**src/rtl/uart_pkg.sv**
```systemverilog
// Shared UART definitions: receiver FSM states, default frame geometry and sample points.
// The PARITY state exists only when UART_RX_PARITY_EN is defined.
package uart_pkg;

  localparam int unsigned DEFAULT_DATA_BITS  = 8;
  localparam int unsigned DEFAULT_OVERSAMPLE = 16;

  function automatic int unsigned mid_tick(input int unsigned oversample);
    return oversample / 2 - 1;
  endfunction

  function automatic int unsigned last_tick(input int unsigned oversample);
    return oversample - 1;
  endfunction

  localparam int unsigned MID_SAMPLE = DEFAULT_OVERSAMPLE / 2 - 1;
  localparam int unsigned LAST_TICK  = DEFAULT_OVERSAMPLE - 1;

  typedef enum logic [2:0] {
    StIdle,
    StStart,
    StData,
`ifdef UART_RX_PARITY_EN
    StParity,
`endif
    StStop
  } rx_state_e;

endpackage

```
**src/rtl/uart_rx_if.sv**
```systemverilog
// Receiver-to-FIFO signal bundle; slave is the receiver side, master the environment side.
// parity_err is present only when UART_RX_PARITY_EN is defined.
interface uart_rx_if #(
  parameter int unsigned DATA_BITS = uart_pkg::DEFAULT_DATA_BITS
);
  logic                 rx_tick;
  logic                 rx;
  logic                 fifo_full;
  logic [DATA_BITS-1:0] rx_data;
  logic                 rx_valid;
  logic                 busy;
  logic                 frame_err;
  logic                 overrun_err;
`ifdef UART_RX_PARITY_EN
  logic                 parity_err;
`endif

  modport slave (
    input  rx_tick, rx, fifo_full,
    output rx_data, rx_valid, busy, frame_err, overrun_err
`ifdef UART_RX_PARITY_EN
    , output parity_err
`endif
  );

  modport master (
    output rx_tick, rx, fifo_full,
    input  rx_data, rx_valid, busy, frame_err, overrun_err
`ifdef UART_RX_PARITY_EN
    , input parity_err
`endif
  );
endinterface

```
**src/rtl/uart_sync.sv**
```systemverilog
// N-flop synchronizer for a single asynchronous bit, with a selectable reset value.
module uart_sync #(
  parameter int unsigned STAGES    = 2,
  parameter logic        RESET_VAL = 1'b1
) (
  input  logic clk,
  input  logic reset,
  input  logic i_d,
  output logic o_q
);
  logic [STAGES-1:0] r_sync;

  always_ff @(posedge clk or negedge reset) begin
    if (!reset) begin
      r_sync <= {STAGES{RESET_VAL}};
    end else begin
      r_sync <= {r_sync[STAGES-2:0], i_d};
    end
  end

  assign o_q = r_sync[STAGES-1];
endmodule

```
**src/rtl/uart_rx.sv**
```systemverilog
// Oversampling UART receiver: 8N1 frames by default, 8E1 when UART_RX_PARITY_EN is defined.
// Good bytes are written to the FIFO write port; framing/parity/overrun are one-cycle pulses.
module uart_rx
  import uart_pkg::*;
#(
  parameter int unsigned DATA_BITS   = DEFAULT_DATA_BITS,
  parameter int unsigned OVERSAMPLE  = DEFAULT_OVERSAMPLE,
  parameter int unsigned SYNC_STAGES = 2
) (
  input logic        clk,
  input logic        reset,
  uart_rx_if.slave   bus
);
  localparam int unsigned TW = $clog2(OVERSAMPLE);
  localparam int unsigned BW = (DATA_BITS > 1) ? $clog2(DATA_BITS) : 1;

  localparam logic [TW-1:0] LP_MID      = TW'(mid_tick(OVERSAMPLE));
  localparam logic [TW-1:0] LP_LAST     = TW'(last_tick(OVERSAMPLE));
  localparam logic [BW-1:0] LP_LAST_BIT = BW'(DATA_BITS - 1);

  logic                 w_rxs;
  logic                 w_par_ok;
  logic [TW-1:0]        w_tick_next;

  rx_state_e            r_state;
  logic [TW-1:0]        r_tick_cnt;
  logic [BW-1:0]        r_bit_cnt;
  logic                 r_rxs_prev;
  logic [DATA_BITS-1:0] r_shift;
  logic [DATA_BITS-1:0] r_rx_data;
  logic                 r_rx_valid;
  logic                 r_frame_err;
  logic                 r_overrun_err;
`ifdef UART_RX_PARITY_EN
  logic                 r_par_bit;
  logic                 r_parity_err;
`endif

  uart_sync #(
    .STAGES    (SYNC_STAGES),
    .RESET_VAL (1'b1)
  ) u_sync (
    .clk   (clk),
    .reset (reset),
    .i_d   (bus.rx),
    .o_q   (w_rxs)
  );

  assign w_tick_next = (r_tick_cnt == LP_LAST) ? '0 : r_tick_cnt + 1'b1;

`ifdef UART_RX_PARITY_EN
  // Even parity: data bits plus parity bit must XOR to zero.
  assign w_par_ok = ~^{r_shift, r_par_bit};
`else
  assign w_par_ok = 1'b1;
`endif

  always_ff @(posedge clk or negedge reset) begin
    if (!reset) begin
      r_state       <= StIdle;
      r_tick_cnt    <= '0;
      r_bit_cnt     <= '0;
      r_rxs_prev    <= 1'b1;
      r_shift       <= '0;
      r_rx_data     <= '0;
      r_rx_valid    <= 1'b0;
      r_frame_err   <= 1'b0;
      r_overrun_err <= 1'b0;
`ifdef UART_RX_PARITY_EN
      r_par_bit     <= 1'b0;
      r_parity_err  <= 1'b0;
`endif
    end else begin
      r_rxs_prev    <= w_rxs;
      r_rx_valid    <= 1'b0;
      r_frame_err   <= 1'b0;
      r_overrun_err <= 1'b0;
`ifdef UART_RX_PARITY_EN
      r_parity_err  <= 1'b0;
`endif
      unique case (r_state)
        // Edge detect runs every clk so a line parked low can never start a frame.
        StIdle: begin
          if (r_rxs_prev && !w_rxs) begin
            r_tick_cnt <= '0;
            r_state    <= StStart;
          end
        end
        StStart: begin
          if (bus.rx_tick) begin
            if (r_tick_cnt == LP_MID) begin
              if (w_rxs) begin
                r_state <= StIdle;
              end else begin
                r_tick_cnt <= '0;
                r_bit_cnt  <= '0;
                r_state    <= StData;
              end
            end else begin
              r_tick_cnt <= w_tick_next;
            end
          end
        end
        StData: begin
          if (bus.rx_tick) begin
            r_tick_cnt <= w_tick_next;
            if (r_tick_cnt == LP_LAST) begin
              r_shift <= {w_rxs, r_shift[DATA_BITS-1:1]};
              if (r_bit_cnt == LP_LAST_BIT) begin
                r_bit_cnt <= '0;
`ifdef UART_RX_PARITY_EN
                r_state   <= StParity;
`else
                r_state   <= StStop;
`endif
              end else begin
                r_bit_cnt <= r_bit_cnt + 1'b1;
              end
            end
          end
        end
`ifdef UART_RX_PARITY_EN
        StParity: begin
          if (bus.rx_tick) begin
            r_tick_cnt <= w_tick_next;
            if (r_tick_cnt == LP_LAST) begin
              r_par_bit <= w_rxs;
              r_state   <= StStop;
            end
          end
        end
`endif
        StStop: begin
          if (bus.rx_tick) begin
            r_tick_cnt <= w_tick_next;
            if (r_tick_cnt == LP_LAST) begin
              r_state     <= StIdle;
              r_frame_err <= !w_rxs;
`ifdef UART_RX_PARITY_EN
              r_parity_err <= !w_par_ok;
`endif
              // Any line error suppresses both delivery and overrun reporting.
              if (w_rxs && w_par_ok) begin
                if (bus.fifo_full) begin
                  r_overrun_err <= 1'b1;
                end else begin
                  r_rx_data  <= r_shift;
                  r_rx_valid <= 1'b1;
                end
              end
            end
          end
        end
        default: r_state <= StIdle;
      endcase
    end
  end

  assign bus.rx_data     = r_rx_data;
  assign bus.rx_valid    = r_rx_valid;
  assign bus.busy        = (r_state != StIdle);
  assign bus.frame_err   = r_frame_err;
  assign bus.overrun_err = r_overrun_err;
`ifdef UART_RX_PARITY_EN
  assign bus.parity_err  = r_parity_err;
`endif
endmodule
```
**src/flat_wrapper.sv**
```systemverilog
// flat-port wrapper written by rule: the top's interface ports become plain ports
module uart_rx_flat import uart_pkg::*;
#(
  parameter int unsigned DATA_BITS   = DEFAULT_DATA_BITS,
  parameter int unsigned OVERSAMPLE  = DEFAULT_OVERSAMPLE,
  parameter int unsigned SYNC_STAGES = 2
)
  (clk, reset, bus_rx_tick, bus_rx, bus_fifo_full, bus_rx_data, bus_rx_valid, bus_busy, bus_frame_err, bus_overrun_err);
  uart_rx_if #(.DATA_BITS(DATA_BITS)) bus_i ();
  input logic clk;
  input logic reset;
  input wire logic [$bits(bus_i.rx_tick)-1:0] bus_rx_tick;
  input wire logic [$bits(bus_i.rx)-1:0] bus_rx;
  input wire logic [$bits(bus_i.fifo_full)-1:0] bus_fifo_full;
  output wire logic [$bits(bus_i.rx_data)-1:0] bus_rx_data;
  output wire logic [$bits(bus_i.rx_valid)-1:0] bus_rx_valid;
  output wire logic [$bits(bus_i.busy)-1:0] bus_busy;
  output wire logic [$bits(bus_i.frame_err)-1:0] bus_frame_err;
  output wire logic [$bits(bus_i.overrun_err)-1:0] bus_overrun_err;
  assign bus_i.rx_tick = bus_rx_tick;
  assign bus_i.rx = bus_rx;
  assign bus_i.fifo_full = bus_fifo_full;
  assign bus_rx_data = bus_i.rx_data;
  assign bus_rx_valid = bus_i.rx_valid;
  assign bus_busy = bus_i.busy;
  assign bus_frame_err = bus_i.frame_err;
  assign bus_overrun_err = bus_i.overrun_err;
  uart_rx #(.DATA_BITS(DATA_BITS), .OVERSAMPLE(OVERSAMPLE), .SYNC_STAGES(SYNC_STAGES)) u_core (.clk(clk), .reset(reset), .bus(bus_i));
endmodule
```
**config.mk**
```make
export PLATFORM = sky130hd
export DESIGN_NAME = uart_rx_flat
export DESIGN_NICKNAME = d
export VERILOG_FILES = /design/src/rtl/uart_pkg.sv /design/src/rtl/uart_rx_if.sv /design/src/rtl/uart_sync.sv /design/src/rtl/uart_rx.sv /design/src/flat_wrapper.sv
export SDC_FILE = /design/constraint.sdc
export NUM_CORES = 1
export LEC_CHECK = 0
export CAP_MARGIN = 20
export CORE_ASPECT_RATIO = 1.2
export CORE_UTILIZATION = 34
export CTS_CLUSTER_DIAMETER = 150
export DETAILED_ROUTE_END_ITERATION = 16
export GPL_ROUTABILITY_DRIVEN = 0
export GPL_TIMING_DRIVEN = 0
export PLACE_DENSITY = 0.55
export SKIP_CTS_REPAIR_TIMING = 1
export SLEW_MARGIN = 20
export SYNTH_ARGS = -nofsm -noshare
export SYNTH_HDL_FRONTEND = slang
export SYNTH_SLANG_ARGS = --single-unit
export TNS_END_PERCENT = 100
```
**constraint.sdc**
```tcl
create_clock -name clk -period 3.1 [get_ports clk]
set_clock_uncertainty 0.1 [all_clocks]
set_input_delay 0.62 -clock clk [delete_from_list [all_inputs] [get_ports clk]]
set_output_delay 0.62 -clock clk [all_outputs]
set_load 0.1 [all_outputs]
```
==> results of run 1 <==
==> path summary, 6_finish.rpt <==
kind,from,to,slack [ps],depth (start not counted)
max,u_core.r_state[0],bus_busy,320,4
max in group asynchronous,reset,u_core.r_bit_cnt[1],2170,1
max reg2reg,u_core.r_tick_cnt[0],u_core.r_bit_cnt[1],1040,5
min,u_core.u_sync.r_sync[0],u_core.u_sync.r_sync[1],260,0
min reg2reg,u_core.u_sync.r_sync[0],u_core.u_sync.r_sync[1],260,0
min in group asynchronous,reset,u_core.bus.rx_valid,280,1
==> placed cells by master (no fill, tap or decap), types with 2 or more instances in the layout <==
| master | n |
|---|---|
| dfrtp_1 | 28 |
| clkdlybuf4s50_1 | 15 |
| mux2_2 | 12 |
| nand2_1 | 11 |
| mux2_4 | 8 |
| nor2_1 | 5 |
| inv_1 | 5 |
| clkbuf_8 | 5 |
| a21oi_1 | 3 |
| ha_1 | 3 |
| dfstp_2 | 3 |
| buf_4 | 2 |
| nand3_1 | 2 |
| nor3_1 | 2 |
==> routing by layer <==
| metal | vias up | part of all wire |
|---|---|---|
| met4 | 0 | 0.018 |
| met3 | 5 | 0.050 |
| met1 | 419 | 0.44 |
| met2 | 19 | 0.49 |
| met5 | - | 0 |
| li1 | 417 | - |
==> through the flow <==
stage	total power [mW]	std cells
after global placement	0.6978	175
after detailed placement	0.7044	175
after floorplan	0.6496	107
after CTS	1.016	183
final	0.9969	183
after global routing	1.061	183
==> layout make-up <==
type / instances / area, sq um
plain buffers: 4 / 31.28
clock buffers: 6 / 72.57
clock inverters: 2 / 12.51
fillers: 344 / 2077
inverters: 5 / 18.77
multi-input cells: 67 / 541.8
flip-flops and latches: 31 / 779.5
well taps: 52 / 65.06
repair buffers: 16 / 155.1
==> power by group through the flow <==
stage | clock network [mW] | logic (mW) | registers, mW
2_1_floorplan | 0 | 0.172 | 0.477
3_3_place_gp | 0 | 0.218 | 0.480
3_5_place_dp | 0 | 0.222 | 0.482
4_1_cts | 0.319 | 0.222 | 0.475
5_1_grt | 0.332 | 0.250 | 0.480
6_report | 0.302 | 0.219 | 0.476
==> logic make-up after synthesis <==
family,count (synthesis)
fa+ha+maj,3
simple gates,33
buf+inv,9
compound gates,10
flops,31
mux,21
==> registers in the layout, indices dropped and copies added (netlist names), 2 cells and up <==
| name | count |
|---|---|
| u_core.r_bit_cnt | 3 |
| u_core.u_sync.r_sync | 2 |
| u_core.r_tick_cnt | 4 |
| u_core.bus.rx_data | 8 |
| u_core.r_shift | 8 |
| u_core.r_state | 2 |
==> summary.txt, run 1 <==
================================================================================
Outcome                                                             complete, no violations
Count of endpoints failing hold in the final timing report                     0
Pre-CTS worst setup slack                                               482.9 ps
Most instantiated library cell after synthesis                           dfrtp_1
Input/output buffers                                                          16
Power dissipated by switching net loads                                0.3019 mW
Die footprint                                                       0.004292 sq mm
Power density over the cells                                        594.6 mW/mm^2
End-of-flow core utilization                                              0.4467
Logic pwr share                                                            0.220
Sequential-to-total area share from yosys stat                            0.5684
Post-route worst setup slack                                            317.8 ps
GR Layer Usage met1                                                       0.1467
Site Rows                                                                     24
Transition at the pin with the smallest max-transition slack            965.0 ps
Placed instance area                                                0.001592 sq mm
Largest net degree at the start of global routing                             32
Number of buffers inserted during clock tree synthesis                         5
Max Clock Freq                                                        0.3594 GHz
Width of the die                                                        59.98 um
Min-delay worst type                                                flip-flop to flip-flop
DRC violations left                                                            0
Number of DRC violations after detailed-routing iteration 0                   19
Tcrit/Tclk final                                                          0.8975
Max-cap violations                                                             0
Worst endpoint data arrival time                                         2060 ps
Proportion of netlist area held by the largest area contributor           0.5109
Drt total wl                                                            2.147 mm
Largest voltage drop on the vdd net                                    0.3797 mV
Clock-pin slew on the worst setup and hold paths                           60 ps
Final layout net count                                                       138
Cell family with most CP delay                                      buffers and inverters
Synth-to-layout area growth                                               22.26%
Multiplexer share of the synthesized area                                 0.1934
Worst Hold Margin                                                       257.9 ps
Final design instance area without fill                             0.001677 sq mm
Via count of the first global-routing pass                                   876
Fraction of registers with async set/reset                                 1.000
Core region area                                                    0.003754 sq mm
Chain of cells forming the critical path                            clkbuf_2, nor2_1, inv_1, clkdlybuf4s50_1
Share of synthesized cell area in and, or, nand and nor gates             0.1259
Clock tree from TritonCTS                                                    yes
Category of the worst setup path capture point                        output pin
Rel. slew slack                                                           0.3547
Total routing usage reported by global routing                            0.1224
Critical Path Fanout Max                                                       8
Routing usage on met3                                                    0.04874
Starting density of the core                                              0.3653
Floorplan die height                                                    71.57 um
Number of H-tree branching levels                                              2
Post-synthesis register bit count                                             31
Leading cell types by total area after synthesis                    dfrtp_1 51%, mux2_2 9.9%, mux2_4 8.8%
Hpwl dp                                                                 1.460 mm
WP data required                                                         2380 ps
Layer with the highest usage after global routing                           met2
Most used flip-flop cell after synthesis                                 dfrtp_1
Wire length of the first global-routing pass                            3.815 mm
# IOs                                                                         17
Crit-path max cell delay                                                 1130 ps
Relative contribution of sequential cells to total power                   0.477
Router iterations before antenna repair                                        4
Gate count of the mapped netlist                                             107
Clock tree buffer depth                                                        2
Via-per-instance ratio                                                     4.699
Final critical delay including setup and external delays                 2782 ps
Leading cell types by count after synthesis                         28 x dfrtp_1, 12 x mux2_2, 11 x nand2_1
Compound-cell area share of the yosys netlist                            0.04836
Detailed-route via count                                                     860
Crit path launch type                                                  flip-flop
Critical path class                                                 flip-flop to output pin
Met2 Track Usage GR                                                       0.1877
Adder and majority gate portion of the synthesized area                  0.02737
Clock network power share                                                  0.303
Number of antenna violations at the first check in global routing              0
Worst skew pair latency                                                   280 ps
EDFF count, synth                                                              0
Combinational family with the most area after synthesis             multiplexers
Post-synthesis instance area                                        0.001371 sq mm
Final setup TNS                                                             0 ps
Overflow left after global routing                                             0
Fraction of final layout cells sized beyond drive strength 1              0.2901
Internal                                                               0.6950 mW
Xor-xnor portion of the synthesized cell area                                  0
Setup repair after global routing missed its margin                           no
Antenna violation net count after detailed routing                             0
Average footprint of a synthesized cell                              12.82 sq um
Unique masters post-synth                                                     35
Leakage power figure                                                   0.8128 nW
Switching Fraction                                                        0.3028
Final Max Tran Viols                                                           0
Clock sink count                                                              31
Slowest-stage cell, CP                                              clkdlybuf4s50_1
Routed wirelength normalized by instance count                          11.73 um
Leading area contributor after synthesis                                 dfrtp_1
Yosys Warn Count                                                               0
Synthesized Nets                                                             115
Final Setup Violations                                                         0
Root buf cell                                                           clkbuf_8
Antenna diode count                                                            0
Count of buffer and inverter cells on the critical path                        3
================================================================================
No activity file was read; power rests on OpenSTA's default activity.
==> inputs of run 2 (changes only) <==
- GPL_ROUTABILITY_DRIVEN: 0 -> unset
==> results of run 2 <==
The final DEF is identical to that of run 1; final timing and power are the same.
==> inputs of run 3 (changes only) <==
- ABC_AREA: unset -> 0
- SETUP_SLACK_MARGIN: unset -> 0.05
==> results of run 3 <==
The final DEF is identical to that of run 1; final timing and power are the same.
